File: src/rtl/led_pwm_driver.sv
// LED pin output stage: global PWM dimming plus optional per-LED blinking.
// Blink logic is present only when LED_BLINK_EN is defined.
module led_pwm_driver #(
   parameter int unsigned PWM_BITS = 8,
   parameter int unsigned BLINK_W  = 24
) (
   input  logic        clk_i,
   input  logic        rst_ni,
   input  logic [16:0] i_ledr,
   input  logic [7:0]  i_ledg,
   input  logic        cfg_we,
   input  logic [1:0]  cfg_addr,
   input  logic [31:0] cfg_data,
   output logic [16:0] o_ledr_pin,
   output logic [7:0]  o_ledg_pin,
   output logic        o_pwm_tick
);

   localparam int unsigned NLED = 25;
   localparam logic [PWM_BITS-1:0] DMAX     = '1;
   localparam logic [PWM_BITS-1:0] CNT_LAST = DMAX - PWM_BITS'(1);

   logic [PWM_BITS-1:0] pwm_cnt_q, pwm_cnt_d;
   logic [PWM_BITS-1:0] duty_sh_q, duty_sh_d;
   logic [PWM_BITS-1:0] duty_act_q, duty_act_d;
   logic [NLED-1:0]     pin_q, pin_d;
   logic [NLED-1:0]     gate_c;
   logic                wrap_c;
   logic                on_c;
   logic                unused_cfg_bits;

   assign unused_cfg_bits = ^cfg_data;
   assign wrap_c = (pwm_cnt_q == CNT_LAST);
   assign on_c   = (duty_act_q == DMAX) | (pwm_cnt_q < duty_act_q);

   // PWM counter and duty shadow/active pair
   always_comb begin
      pwm_cnt_d  = pwm_cnt_q + PWM_BITS'(1);
      duty_sh_d  = duty_sh_q;
      duty_act_d = duty_act_q;
      if (wrap_c) begin
         pwm_cnt_d  = '0;
         duty_act_d = duty_sh_q;
      end
      if (cfg_we && (cfg_addr == 2'd0)) begin
         duty_sh_d = cfg_data[PWM_BITS-1:0];
      end
   end

`ifdef LED_BLINK_EN
   logic [BLINK_W-1:0] blink_half_q, blink_half_d;
   logic [BLINK_W-1:0] blink_cnt_q, blink_cnt_d;
   logic [NLED-1:0]    blink_mask_q, blink_mask_d;
   logic               phase_q, phase_d;

   // Blink phase generator; a half-period write restarts on the on-phase
   always_comb begin
      blink_half_d = blink_half_q;
      blink_cnt_d  = blink_cnt_q + BLINK_W'(1);
      blink_mask_d = blink_mask_q;
      phase_d      = phase_q;
      if (cfg_we && (cfg_addr == 2'd1)) begin
         blink_half_d = cfg_data[BLINK_W-1:0];
         blink_cnt_d  = '0;
         phase_d      = 1'b1;
      end else if (blink_half_q == '0) begin
         blink_cnt_d = '0;
         phase_d     = 1'b1;
      end else if (blink_cnt_q == (blink_half_q - BLINK_W'(1))) begin
         blink_cnt_d = '0;
         phase_d     = ~phase_q;
      end
      if (cfg_we && (cfg_addr == 2'd2)) begin
         blink_mask_d = cfg_data[NLED-1:0];
      end
   end

   always_ff @(posedge clk_i) begin
      if (!rst_ni) begin
         blink_half_q <= '0;
         blink_cnt_q  <= '0;
         blink_mask_q <= '0;
         phase_q      <= 1'b1;
      end else begin
         blink_half_q <= blink_half_d;
         blink_cnt_q  <= blink_cnt_d;
         blink_mask_q <= blink_mask_d;
         phase_q      <= phase_d;
      end
   end

   assign gate_c = ~blink_mask_q | {NLED{phase_q}};
`else
   logic [BLINK_W-1:0] unused_blink_half;

   assign unused_blink_half = cfg_data[BLINK_W-1:0];
   assign gate_c            = '1;
`endif

   always_comb begin
      pin_d = {i_ledg, i_ledr} & {NLED{on_c}} & gate_c;
   end

   always_ff @(posedge clk_i) begin
      if (!rst_ni) begin
         pwm_cnt_q  <= '0;
         duty_sh_q  <= DMAX;
         duty_act_q <= DMAX;
         pin_q      <= '0;
      end else begin
         pwm_cnt_q  <= pwm_cnt_d;
         duty_sh_q  <= duty_sh_d;
         duty_act_q <= duty_act_d;
         pin_q      <= pin_d;
      end
   end

   assign o_ledr_pin = pin_q[16:0];
   assign o_ledg_pin = pin_q[24:17];
   assign o_pwm_tick = wrap_c;

endmodule

File: config.mk
export PLATFORM = sky130hd
export DESIGN_NAME = led_pwm_driver
export DESIGN_NICKNAME = d
export VERILOG_FILES = /design/src/rtl/led_pwm_driver.sv
export SDC_FILE = /design/constraint.sdc
export NUM_CORES = 1
export LEC_CHECK = 0
export CAP_MARGIN = 20
export CORE_MARGIN = 4
export CORE_UTILIZATION = 30
export CTS_BUF_LIST = sky130_fd_sc_hd__clkbuf_16
export DETAILED_ROUTE_END_ITERATION = 10
export GPL_ROUTABILITY_DRIVEN = 0
export HOLD_SLACK_MARGIN = 0.02
export PLACE_DENSITY = 0.64
export SLEW_MARGIN = 25
export SYNTH_ARGS = -nofsm -noshare
export SYNTH_HDL_FRONTEND = slang
export SYNTH_SLANG_ARGS = --single-unit
File: constraint.sdc
create_clock -name clk_i -period 1.91 [get_ports clk_i]
set_clock_uncertainty 0.2 [all_clocks]
set_input_delay 0.191 -clock clk_i [delete_from_list [all_inputs] [get_ports clk_i]]
set_output_delay 0.191 -clock clk_i [all_outputs]
set_load 0.01 [all_outputs]
==> impl_metrics.toml <==
[critical_path]
crit_arrival_ps = 1850
crit_path_max_fanout = 6
critPathCaptureType = "register"
worstSetupPathType = "register to register"
startpoint_type = "register"
critPathRequiredTime_ps = 1880

[clocking]
cts_max_path_buffers = 2
clockRootBuffer = "clkbuf_16"
numCtsBuffers = 5
cts_hold_buf = 0
cts_sinks = 49
worst_skew_pair.late_latency_ps = 280
cts_tree = "built"
cts.clk_slew.worst_paths_ps = 60
htreeDepth = 2

[logic_synthesis]
yosys.area.top_type_share = 0.505
ys_seq_area_frac = 0.505
synth_nets = 251
ys_ff_latch = 49
yosys_warnings = 0
synthTopCellsByArea = "dfxtp_1 51%, nor3b_2 13%, ha_1 5.8%"
syn_area_mm2 = 0.00194
synthesis.instances = 180
avgSynthCellArea_um2 = 10.8
yosysUniqueCellTypes = 28
yosysTopAreaCell = "dfxtp_1"

[run]
drv_cap = 0

[floorplan]
die_width_um = 88.4
io_pins = 88
die_y_um = 88.4
die_area_mm2 = 0.00782
rows = 29
start_util = 0.307
core_mm2 = 0.00631

[drt]
drt_iter0_markers = 58
ant_nets = 0
wire_per_inst_um = 12.5
drt-pass1-iter-count = 4
vias = 1472
routed_wl_um = 4170
drc = 0
via_per_inst = 4.39

[min_path]
hp-class = "input port to register"

[cells_and_area]
fin_util = 0.480
final_cell_mix = "62 x clkdlybuf4s50_1, 39 x dfxtp_1, 29 x nand2_1"
stdcell_area_mm2 = 0.00303
fillers = 591
num-nets-final = 328
final_common_cell = "clkdlybuf4s50_1"
drive_above_1_share = 0.271
diodes = 0
area.growth.synth_to_final_pct = 56.0

[global_route]
track_usage = 0.105
antenna_found_initial = 0
grt-ovfl-total = 0
grt_pass1_wl_um = 6480
grt_pass1_vias = 1383
grt_max_degree = 26

[sta]
min_period_over_period = 0.988
slew_violations = 0
tightest_slew_ps = 327
fmax_mhz = 530
rsz0062_at_grt = "true"
setup_violations = 0
slew_headroom = 0.782
hold_violations = 0
period_needed_ps = 1890
hold_slack_ps = 269

[power_and_ir_drop]
power.internal_mw = 1.72
switching_power_mw = 0.453
power.leakage_nw = 1.28
power_frac_clock = 0.380
power_mw = 2.17
seqPwrFrac = 0.497
switching_share = 0.209
power_frac_comb = 0.123
power-per-cell-area_mw_per_mm2 = 718
peakVddDrop_mv = 0.430

[placement]
place_area_mm2 = 0.00272
numPortBuffers = 63
dp_hpwl_um = 2890

[status]
status = "complete, no violations"
-- critical path, cell delays in order (launching register included) --
cell	delay (ps)
dfxtp_2	350
inv_4	50
ha_4	260
nand4_1	150
o41ai_4	380
buf_6	180
clkbuf_16	160
nor3b_2	40
-- stage by stage --
| stage | setup slack (ps) | TNS (ps) | instances |
|---|---|---|---|
| floorplan | 41.0 | 0 | 180 |
| global placement | 28.9 | 0 | 322 |
| detailed placement | 3.26 | 0 | 322 |
| CTS | 10.6 | 0 | 330 |
| global route | -32.1 | -559 | 335 |
| finish | 23.0 | 0 | 335 |
-- Yosys cell counts --
cell,instances
clkbuf_1,2
o21a_1,1
a41oi_1,1
and3_1,1
buf_4,1
and2_1,1
nor3b_1,5
and4_1,1
buf_6,2
buf_2,3
o211ai_1,7
nand3_1,12
nand4_1,5
o41ai_4,1
nand2b_4,1
nor3b_2,20
nor2_4,1
ha_1,9
xor2_1,5
xnor2_1,1
inv_2,1
dfxtp_1,49
inv_1,8
nor2_1,10
a21oi_1,1
a2111oi_4,1
nand2_1,29
a21o_1,1
-- power groups by stage --
stage	Sequential, mW	Clock, mW	Combinational [mW]
finish	1.08	0.825	0.268
global route	1.08	0.910	0.290
CTS	1.08	0.867	0.250
detailed placement	1.10	0	0.249
global placement	1.10	0	0.246
floorplan	1.12	0	0.0821
-- registers in the layout (all words and copies together) (netlist names) --
register	cells
duty_act_q	8
duty_sh_q	8
pin_q	25
pwm_cnt_q	8
-- layout make-up --
type	count	area, um2	share of cell area
multi-input cells	114	950	0.314
well taps	77	96.3	0.0318
clock inverters	3	15.0	0.00496
flip-flops and latches	49	996	0.329
inverters	9	36.3	0.0120
repair buffers	78	810	0.267
clock buffers	5	125	0.0413
-- cell families after synthesis --
| kind of cell | after synthesis | share of synthesized area |
|---|---|---|
| simple gates | 86 | 0.295 |
| compound gates | 13 | 0.0703 |
| fa+ha+maj | 9 | 0.0580 |
| buf+inv | 17 | 0.0445 |
| xor+xnor | 6 | 0.0271 |
| flops | 49 | 0.505 |
-- per-layer routing --
metal  GRT usage  up-vias  part of all wire
li1            -      767                 -
met1       0.135      673              0.42
met2       0.171       30              0.52
met3      0.0326        2             0.056
met4      0.0288        0            0.0058
met5           0        -                 0
-- what timing repair did --
action	in CTS	in global routing
cloned	0	3
resized for setup	7	20
pin swaps	1	14
setup endpoints to repair	10	25
buffers inserted	0	2
-- path summary, 6_finish.rpt --
| path | to | depth (start not counted) | slack [ps] | startpoint |
|---|---|---|---|---|
| worst max-delay path | pin_q[6]$_SDFF_PN0_ | 7 | 20 | duty_act_q[6]$_SDFFE_PN1P_ |
| worst min-delay path | duty_sh_q[2]$_SDFFE_PN1P_ | 3 | 270 | cfg_data[2] |
| worst max register to register | pin_q[6]$_SDFF_PN0_ | 7 | 20 | duty_act_q[6]$_SDFFE_PN1P_ |
| worst min register to register | duty_sh_q[7]$_SDFFE_PN1P_ | 2 | 270 | duty_sh_q[7]$_SDFFE_PN1P_ |
(Power assumes the default switching activity.)
